===== src/rtl/game_frame_scanner_pkg.sv =====
// Shared display constants: byte-wide coordinates, 3-bit colour, default screen size.
package game_frame_scanner_pkg;

  localparam int UBYTE_W      = 8;
  localparam int COLOR_W      = 3;
  localparam int WAIT_W       = 4;
  localparam int DEF_SCREEN_W = 160;
  localparam int DEF_SCREEN_H = 120;

  typedef logic [UBYTE_W-1:0] ubyte_t;
  typedef logic [COLOR_W-1:0] color_t;

endpackage


===== src/rtl/rising_edge_detect.sv =====
// One-cycle pulse on a rising edge of a clk-synchronous level; reset clears the history
// so a level already high at release is seen as an edge.
module rising_edge_detect (
  input  logic clk,
  input  logic resetn,
  input  logic in,
  output logic pulse
);

  logic r_in_q;

  always_ff @(posedge clk or negedge resetn) begin
    if (!resetn) begin
      r_in_q <= 1'b0;
    end else begin
      r_in_q <= in;
    end
  end

  assign pulse = in & ~r_in_q;

endmodule


===== src/rtl/game_frame_scanner.sv =====
// Sweeps every screen pixel once per frame request: strobe the renderer, wait for its
// colour, then write the pixel to the VGA adapter with a one-cycle plot pulse.
module game_frame_scanner
  import game_frame_scanner_pkg::*;
#(
  parameter int SCREEN_W   = DEF_SCREEN_W,
  parameter int SCREEN_H   = DEF_SCREEN_H,
  parameter int RENDER_LAT = 2
) (
  input  logic   clk,
  input  logic   resetn,
  input  logic   frameClk,
  input  color_t renderColor,
  output ubyte_t x,
  output ubyte_t y,
  output logic   ldClk,
  output ubyte_t vgaX,
  output ubyte_t vgaY,
  output color_t vgaColor,
  output logic   plot,
  output logic   busy,
  output logic   frameDone,
  output logic   frameOverrun
);

  typedef enum logic [2:0] {
    S_IDLE, S_SET, S_LOAD, S_WAIT, S_PLOT, S_ADVANCE, S_DONE
  } state_t;

  localparam ubyte_t             LAST_X    = UBYTE_W'(SCREEN_W - 1);
  localparam ubyte_t             LAST_Y    = UBYTE_W'(SCREEN_H - 1);
  localparam logic [WAIT_W-1:0]  LAST_WAIT = WAIT_W'(RENDER_LAT - 1);

  state_t             r_state;
  state_t             w_state_next;
  ubyte_t             r_x;
  ubyte_t             r_y;
  ubyte_t             r_vga_x;
  ubyte_t             r_vga_y;
  color_t             r_vga_color;
  logic [WAIT_W-1:0]  r_wait;
  logic               r_overrun;
  logic               w_start;
  logic               w_last_wait;
  logic               w_last_pixel;

  rising_edge_detect u_start_detect (
    .clk    (clk),
    .resetn (resetn),
    .in     (frameClk),
    .pulse  (w_start)
  );

  assign w_last_wait  = (r_wait == LAST_WAIT);
  assign w_last_pixel = (r_x == LAST_X) && (r_y == LAST_Y);

  always_comb begin
    w_state_next = r_state;
    unique case (r_state)
      S_IDLE:    if (w_start) w_state_next = S_SET;
      S_SET:     w_state_next = S_LOAD;
      S_LOAD:    w_state_next = S_WAIT;
      S_WAIT:    if (w_last_wait) w_state_next = S_PLOT;
      S_PLOT:    w_state_next = S_ADVANCE;
      S_ADVANCE: w_state_next = w_last_pixel ? S_DONE : S_SET;
      S_DONE:    w_state_next = S_IDLE;
      default:   w_state_next = S_IDLE;
    endcase
  end

  always_ff @(posedge clk or negedge resetn) begin
    if (!resetn) begin
      r_state     <= S_IDLE;
      r_x         <= '0;
      r_y         <= '0;
      r_vga_x     <= '0;
      r_vga_y     <= '0;
      r_vga_color <= '0;
      r_wait      <= '0;
      r_overrun   <= 1'b0;
    end else begin
      r_state   <= w_state_next;
      // A request seen in any non-idle state (DONE included) is dropped and flagged.
      r_overrun <= w_start && (r_state != S_IDLE);
      case (r_state)
        S_IDLE: begin
          if (w_start) begin
            r_x <= '0;
            r_y <= '0;
          end
        end
        S_LOAD: r_wait <= '0;
        S_WAIT: begin
          r_wait <= r_wait + 1'b1;
          if (w_last_wait) begin
            r_vga_x     <= r_x;
            r_vga_y     <= r_y;
            r_vga_color <= renderColor;
          end
        end
        S_ADVANCE: begin
          // The final pixel returns straight to the origin rather than stepping y past the screen.
          if (w_last_pixel) begin
            r_x <= '0;
            r_y <= '0;
          end else if (r_x == LAST_X) begin
            r_x <= '0;
            r_y <= r_y + 1'b1;
          end else begin
            r_x <= r_x + 1'b1;
          end
        end
        default: ;
      endcase
    end
  end

  assign x            = r_x;
  assign y            = r_y;
  assign vgaX         = r_vga_x;
  assign vgaY         = r_vga_y;
  assign vgaColor     = r_vga_color;
  assign ldClk        = (r_state == S_LOAD);
  assign plot         = (r_state == S_PLOT);
  assign frameDone    = (r_state == S_DONE);
  assign busy         = (r_state != S_IDLE) && (r_state != S_DONE);
  assign frameOverrun = r_overrun;

endmodule


===== config.mk =====
export PLATFORM = sky130hd
export DESIGN_NAME = game_frame_scanner
export DESIGN_NICKNAME = d
export VERILOG_FILES = /design/src/rtl/game_frame_scanner_pkg.sv /design/src/rtl/rising_edge_detect.sv /design/src/rtl/game_frame_scanner.sv
export SDC_FILE = /design/constraint.sdc
export NUM_CORES = 1
export LEC_CHECK = 0
export ABC_CLOCK_PERIOD_IN_PS = 1800
export CAP_MARGIN = 10
export CORE_UTILIZATION = 40
export DETAILED_ROUTE_END_ITERATION = 10
export DONT_BUFFER_PORTS = 1
export HOLD_SLACK_MARGIN = 0.15
export PLACE_DENSITY = 0.67
export SLEW_MARGIN = 20
export SYNTH_ARGS = -nofsm -noshare
export SYNTH_HDL_FRONTEND = slang
export SYNTH_SLANG_ARGS = --single-unit

===== constraint.sdc =====
create_clock -name clk -period 1.8 [get_ports clk]
set_input_delay 0.36 -clock clk [delete_from_list [all_inputs] [get_ports clk]]
set_output_delay 0.36 -clock clk [all_outputs]
set_load 0.03 [all_outputs]

==> run summary, run 1 <==
* **vias in the first global route** 1505
* **Final Slew Violations** 0
* **pin slew with the least headroom to its limit** 0.321 ns
* **# DRC** 0
* **Post-Route WL** 4560 microns
* **critical path start-end classification** flip-flop to flip-flop
* **largest voltage drop on the vdd net** 0.585 mV
* **maximum number of pins on one net before global-route repair** 45
* **type of element launching the critical path** flip-flop
* **chip width** 74.5 microns
* **Worst Hold Endpoint** u_start_detect.r_in_q$_DFF_PN0_
* **CTS tree** built
* **number of buffers added to fix hold violations after cts** 2
* **number of levels in the clock H-tree** 2
* **worst-case headroom to the max-slew limit** 0.786
* **R2R Path Start** r_state[0]$_DFFE_PN0P_
* **total track usage** 0.175
* **Iter 0 DRT Violations** 45
* **static leakage power** 0.00115 uW
* **clock tree buffer depth** 2
* **die outline height** 74.5 microns
* **tightest hold margin** 0.0926 ns
* **Final HPWL DP** 3140 microns
* **Crit path required time** 2.02 ns
* **clock-pin transition on the worst setup and hold timing paths** 0.08 ns
* **post-synthesis cell count** 196
* **final weighted congestion of routability-driven global placement** 0.750
* **wire length of the first global-routing pass** 7220 microns
* **end-of-flow core utilization** 0.528
* **starting density of the core** 0.414
* **# port buffers** 0
* **fill count** 472
* **portion of the clock cycle consumed by the worst path in the final layout** 1.07
* **number of top-level design ports** 46
* **sequential cell area** 1110 sq um
* **sum of negative setup slack** -1.03 ns
* **core outline area** 5070 sq um
* **post-synth top area share** 0.524
* **Worst Reg2Reg Path Length in Cells** 4
* **Post-synth EDFFs** 0
* **clock period minus final worst setup slack** 1.92 ns
* **root cell of the clock tree** sky130_fd_sc_hd__clkbuf_8
* **sequential share of the synthesized area** 0.524
* **initial antenna violation count** 0
* **cell accounting for the most synthesized area** sky130_fd_sc_hd__dfrtp_1
* **worst min-delay path class** primary input to flip-flop
* **Post-Synthesis Cell Area** 2100 sq um
* **critical path arrival** 2.14 ns
* **latest clock arrival within the worst-skew pair** 0.30 ns
* **total die area** 5550 sq um
* **peak clock frequency supported by timing** 520 MHz
* **top_reg_cell synth** sky130_fd_sc_hd__dfrtp_1
* **RSZ-0062 raised after global routing** true
* **number of nets in the final layout** 239
* **placement row count** 26
* **post-synthesis to final-layout area growth** 27.5%
* **largest fanout on the critical path** 8
* **commonest cells after routing, fill and taps aside** 36 x sky130_fd_sc_hd__dfrtp_1, 34 x sky130_fd_sc_hd__buf_4, 17 x sky130_fd_sc_hd__mux2_2
* **number of synthesized register bits** 44
* **number of stages on the worst hold path** 0
* **post-route ant nets** 0
* **reg2reg setup slack** -0.12 ns
* **net count after synthesis** 206
* **distinct cell type count after synthesis** 37
* **PD cells** 624 nW/um^2
* **synthesized area per cell** 10.7 sq um
* **average wire per cell in the routed design** 15.2 microns
* **synth top area cells** sky130_fd_sc_hd__dfrtp_1 52%, sky130_fd_sc_hd__mux2_2 9.1%, sky130_fd_sc_hd__nand3_1 3.1%
* **antenna diode count** 0
* **vias per std cell** 5.29
* **violated checks** setup timing
* **sort of element at the end of the critical path** flip-flop
* **count of synthesis-stage warnings from yosys** 0
* **Fin. Hold Viols** 0
* **pre-CTS setup slack** -0.157 ns
* **detailed-route via count** 1588
* **share of cells above drive strength 1** 0.383
* **outcome** finished, violations left
* **startpoint of the tightest hold check path** frameClk
* **router iterations before antenna repair** 4
* **total power of the final layout** 1670 uW
* **area occupied by multi-input gates** 1010 sq um
* **share of flip-flops with an asynchronous set or reset** 1.00
* **slack of the critical path** -0.122 ns
* **capture instance of the worst register-to-register path** y[2]$_DFFE_PN0P_
* **count of maximum capacitance violations** 0
* **total setup violations reported at the end of the flow** 11
* **TritonCTS Buffers** 5
* **clock sink total** 44
* **final clock skew** 0.00922 ns
* **leading cell type in the layout, fill and taps excluded** sky130_fd_sc_hd__dfrtp_1
* **sum of overflow across all layers after global routing** 0
[stage by stage]
step	std cells	cell area, sq um
final	300	2680
after global routing	300	2680
after CTS	299	2620
after detailed placement	288	2460
after global placement	288	2460
after floorplan	196	2190
[cell type report]
| class | instances | share of cell area |
|---|---|---|
| flip-flops and latches | 44 | 0.415 |
| inverters | 12 | 0.0168 |
| multi-input cells | 127 | 0.379 |
| repair buffers | 39 | 0.123 |
| well taps | 70 | 0.0327 |
| clock buffers | 8 | 0.0336 |
[flip-flops by register name (all words and copies together), names as in the netlist]
signal and flops:
vgaY 8, vgaColor 3, x 8, vgaX 8
r_wait 4, r_state 3, frameOverrun 1, y 8
u_start_detect.r_in_q 1
[worst max path at each step]
stage | cells past startpoint | startpoint | end | slack [ns]
6_report | 4 | r_state[0]$_DFFE_PN0P_ | y[2]$_DFFE_PN0P_ | -0.12
5_1_grt | 4 | r_state[0]$_DFFE_PN0P_ | y[4]$_DFFE_PN0P_ | -0.16
4_1_cts | 5 | r_state[0]$_DFFE_PN0P_ | x[5]$_DFFE_PN0P_ | -0.09
3_5_place_dp | 4 | r_state[0]$_DFFE_PN0P_ | y[0]$_DFFE_PN0P_ | -0.16
3_3_place_gp | 4 | r_state[0]$_DFFE_PN0P_ | y[2]$_DFFE_PN0P_ | -0.10
2_1_floorplan | 6 | y[0]$_DFFE_PN0P_ | y[6]$_DFFE_PN0P_ | -0.06
[cells in the mapped netlist, drive strengths merged, types with 4 or more instances]
cell type,number
clkbuf,7
mux2,20
dfrtp,44
o21ai,10
nor2,7
inv,12
buf,6
ha,4
nand2b,8
nand3,13
o22ai,7
nand2,11
a21oi,7
and3,4
[per-layer routing]
metal | routed length, microns | track usage | up-vias
met1 | 2050 | 0.224 | 781
met4 | 63 | 0.0566 | 0
met2 | 2220 | 0.288 | 34
li1 | - | - | 768
met5 | 0 | 0 | -
met3 | 218 | 0.0474 | 5
[cell families after synthesis]
logic type | count (synthesis) | synth area share
AND/OR/NAND/NOR | 60 | 0.162
multiplexers | 22 | 0.117
AO/OA/AOI/OAI | 41 | 0.125
flip-flops | 44 | 0.524
buffers and inverters | 25 | 0.0482
adder cells (fa/ha/maj) | 4 | 0.0238
[timing repair]
action                                 in CTS  in global routing
setup endpoints to repair                  12                 33
gates resized for setup                     6                 10
pin swaps                                   1                  9
endpoints found under the hold margin      45                  1
buffers inserted                            1                  1
[power by group]
group          switching (uW)  leakage [uW]  internal (uW)
logic                    23.0      0.000576           12.5
registers                12.2      0.000528            993
clock network             317     0.0000455            313
[critical path, cell delays in order, from the launching register on]
cell                      delay [ns]
sky130_fd_sc_hd__dfrtp_1        0.38
sky130_fd_sc_hd__or4b_1         0.52
sky130_fd_sc_hd__a21o_1         0.23
sky130_fd_sc_hd__or4b_4         0.56
sky130_fd_sc_hd__o21ai_1        0.16
(Power assumes the default switching activity.)
==> run 2, diff against run 1 <==
--- a/config.mk
+++ b/config.mk
@@ -5,13 +5,14 @@
 export SDC_FILE = /design/constraint.sdc
 export NUM_CORES = 1
 export LEC_CHECK = 0
-export ABC_CLOCK_PERIOD_IN_PS = 1800
 export CAP_MARGIN = 10
 export CORE_UTILIZATION = 40
+export CTS_CLUSTER_DIAMETER = 200
 export DETAILED_ROUTE_END_ITERATION = 10
 export DONT_BUFFER_PORTS = 1
 export HOLD_SLACK_MARGIN = 0.15
 export PLACE_DENSITY = 0.67
+export SKIP_CTS_REPAIR_TIMING = 1
 export SLEW_MARGIN = 20
 export SYNTH_ARGS = -nofsm -noshare
 export SYNTH_HDL_FRONTEND = slang
==> run summary, run 2 (same netlist as run 1, synthesis figures left out) <==
* **average wire per cell in the routed design** 14.9 microns, -2.0%
* **Crit path max-delay family** simple AND/OR/NAND/NOR gates
* **fill count** 480, +1.7%
* **Worst Hold Endpoint** u_start_detect.r_in_q$_DFF_PN0_
* **violated checks** setup timing
* **Seq pwr share** 0.602, about the same
* **Worst Reg2Reg Path Length in Cells** 5, +1
* **share of cells above drive strength 1** 0.365, -0.0174
* **RSZ-0062 raised after global routing** true
* **placement row count** 26, unchanged
* **vias per std cell** 5.31, +0.25%
* **Iter 0 DRT Violations** 38, -16%
* **reg2reg setup slack** -0.08 ns, +0.04 ns
* **core outline area** 5070 sq um, unchanged
* **static leakage power** 0.00114 uW, -0.92%
* **critical path arrival** 2.10 ns, -0.04 ns
* **end-of-flow core utilization** 0.519, -0.00838
* **sw power** 352 uW, +0.18%
* **worst-case headroom to the max-slew limit** 0.771, -0.0151
* **initial antenna violation count** 0, unchanged
* **TritonCTS Buffers** 5, unchanged
* **Switching Fraction** 0.211, +0.000299
* **leading cell type in the layout, fill and taps excluded** sky130_fd_sc_hd__dfrtp_1
* **slack of the critical path** -0.0799 ns, +0.0422 ns
* **portion of the clock cycle consumed by the worst path in the final layout** 1.04, -0.0234
* **clock sink total** 44, unchanged
* **number of levels in the clock H-tree** 2, unchanged
* **Fin. Hold Viols** 0, unchanged
* **critical path's slowest cell** sky130_fd_sc_hd__or4b_1
* **number of nets in the final layout** 239, unchanged
* **Max stage delay on crit path** 0.51 ns, -0.05 ns
* **Final HPWL DP** 3140 microns, unchanged
* **area occupied by multi-input gates** 980 sq um, -3.5%
* **Crit path required time** 2.02 ns, about the same
* **latest clock arrival within the worst-skew pair** 0.30 ns, about the same
* **number of stages on the worst hold path** 0, unchanged
* **# DRC** 0, unchanged
* **largest fanout on the critical path** 20, +12
* **sum of overflow across all layers after global routing** 0, unchanged
* **filler-free cell count of the finished design** 300, unchanged
* **capture instance of the worst register-to-register path** x[5]$_DFFE_PN0P_
* **clock share of power** 0.377, about the same
* **die outline height** 74.5 microns, unchanged
* **clock tree buffer depth** 2, unchanged
* **detailed-route via count** 1592, +0.25%
* **chip width** 74.5 microns, unchanged
* **CTS tree** built
* **vias in the first global route** 1469, -2.4%
* **total power of the final layout** 1670 uW, about the same
* **Post-Route WL** 4460 microns, -2.0%
* **starting density of the core** 0.414, unchanged
* **post-route ant nets** 0, unchanged
* **crit path buf inv count** 1, +1
* **final clock skew** 0.00863 ns, -0.000598 ns
* **clock period minus final worst setup slack** 1.88 ns, -0.0422 ns
* **total track usage** 0.171, -0.00431
* **total setup violations reported at the end of the flow** 9, -2
* **post-placement cell count** 288, unchanged
* **antenna diode count** 0, unchanged
* **peak clock frequency supported by timing** 532 MHz, +2.2%
* **router iterations before antenna repair** 4, unchanged
* **portion of total power attributed to combinational logic** 0.021, about the same
* **maximum number of pins on one net before global-route repair** 45, unchanged
* **post-synthesis to final-layout area growth** 25.5%
* **internal power of the cells** 1320 uW, about the same
* **largest voltage drop on the vdd net** 0.580 mV, -0.78%
* **# port buffers** 0, unchanged
* **PD cells** 634 nW/um^2, +1.6%
* **number of top-level design ports** 46, unchanged
* **startpoint of the tightest hold check path** frameClk
* **total die area** 5550 sq um, unchanged
* **sequential cell area** 1110 sq um, unchanged
* **Final Slew Violations** 0, unchanged
* **worst min-delay path class** primary input to flip-flop
* **commonest cells after routing, fill and taps aside** 36 x sky130_fd_sc_hd__dfrtp_1, 35 x sky130_fd_sc_hd__buf_4, 17 x sky130_fd_sc_hd__mux2_2
* **cell breakdown of the critical path** or4b_1 > a21o_1 > buf_6 > or4_4 > a21oi_2
* **type of element launching the critical path** flip-flop
* **pin slew with the least headroom to its limit** 0.343 ns, +0.0217 ns
* **critical path start-end classification** flip-flop to flip-flop
* **count of maximum capacitance violations** 0, unchanged
* **R2R Path Start** r_state[0]$_DFFE_PN0P_
* **final weighted congestion of routability-driven global placement** 0.750, unchanged
* **wire length of the first global-routing pass** 6980 microns, -3.4%
* **clock-pin transition on the worst setup and hold timing paths** 0.08 ns, about the same
* **outcome** finished, violations left
* **root cell of the clock tree** sky130_fd_sc_hd__clkbuf_8
* **sort of element at the end of the critical path** flip-flop
==> run 2: cell types whose count changed in the layout (fill, tap and decap cells not counted) <==
cell                        before  now
sky130_fd_sc_hd__buf_4          34   35
sky130_fd_sc_hd__buf_8           1    0
sky130_fd_sc_hd__nand2b_1        8    7
sky130_fd_sc_hd__nand2b_2        0    1
sky130_fd_sc_hd__nand3_1        11   12
sky130_fd_sc_hd__nand3_2         2    1
sky130_fd_sc_hd__nand4bb_1       1    2
sky130_fd_sc_hd__nand4bb_4       1    0
sky130_fd_sc_hd__o21ai_0         6    5
sky130_fd_sc_hd__o21ai_1         2    4
sky130_fd_sc_hd__o21ai_2         2    1
sky130_fd_sc_hd__o22ai_1         5    7
sky130_fd_sc_hd__o22ai_2         2    0
==> run 2: worst max path at each step <==
| stage | start | endpoint | depth (start not counted) |
|---|---|---|---|
| after floorplan | y[0]$_DFFE_PN0P_ | y[6]$_DFFE_PN0P_ | 6 |
| after global placement | r_state[0]$_DFFE_PN0P_ | y[2]$_DFFE_PN0P_ | 4 |
| after detailed placement | r_state[0]$_DFFE_PN0P_ | y[0]$_DFFE_PN0P_ | 4 |
| after CTS | r_state[0]$_DFFE_PN0P_ | y[0]$_DFFE_PN0P_ | 4 |
| after global routing | r_state[0]$_DFFE_PN0P_ | x[5]$_DFFE_PN0P_ | 5 |
| final | r_state[0]$_DFFE_PN0P_ | x[5]$_DFFE_PN0P_ | 5 |
==> run 2: through the flow <==
| step | worst slack [ns] | hold slack [ns] | cell area [sq um] | setup TNS [ns] |
|---|---|---|---|---|
| 4_1_cts | -0.179 | -0.263 | 2550 | -1.46 |
| 3_5_place_dp | -0.157 | 0.0654 | 2460 | -1.11 |
| 6_report | -0.0799 | 0.0904 | 2640 | -0.516 |
| 2_1_floorplan | -0.0598 | 0.0644 | 2190 | -0.299 |
| 5_1_grt | -0.134 | 0.0690 | 2640 | -1.14 |
| 3_3_place_gp | -0.103 | 0.0652 | 2460 | -0.857 |
==> run 2: layout make-up <==
class,instances,area share
tap,70,0.0332
inverter,12,0.0171
multi-input combinational,127,0.372
sequential,44,0.421
timing repair buffer,39,0.122
clock buffer,8,0.0342
==> run 2: power groups by stage <==
stage,combinational (uW),clock (uW),sequential (uW)
floorplan,6.61,0,1020
global placement,7.33,0,1030
detailed placement,7.61,0,1030
CTS,7.63,658,1010
global route,40.1,687,1010
finish,35.2,631,1010
==> run 2: metal layers <==
| layer | vias up | track usage | part of all wire |
|---|---|---|---|
| met3 | 5 | 0.0474 | 0.051 |
| met4 | 0 | 0.0566 | 0.014 |
| met5 | - | 0 | 0 |
| met1 | 780 | 0.223 | 0.45 |
| met2 | 40 | 0.274 | 0.48 |
| li1 | 767 | - | - |
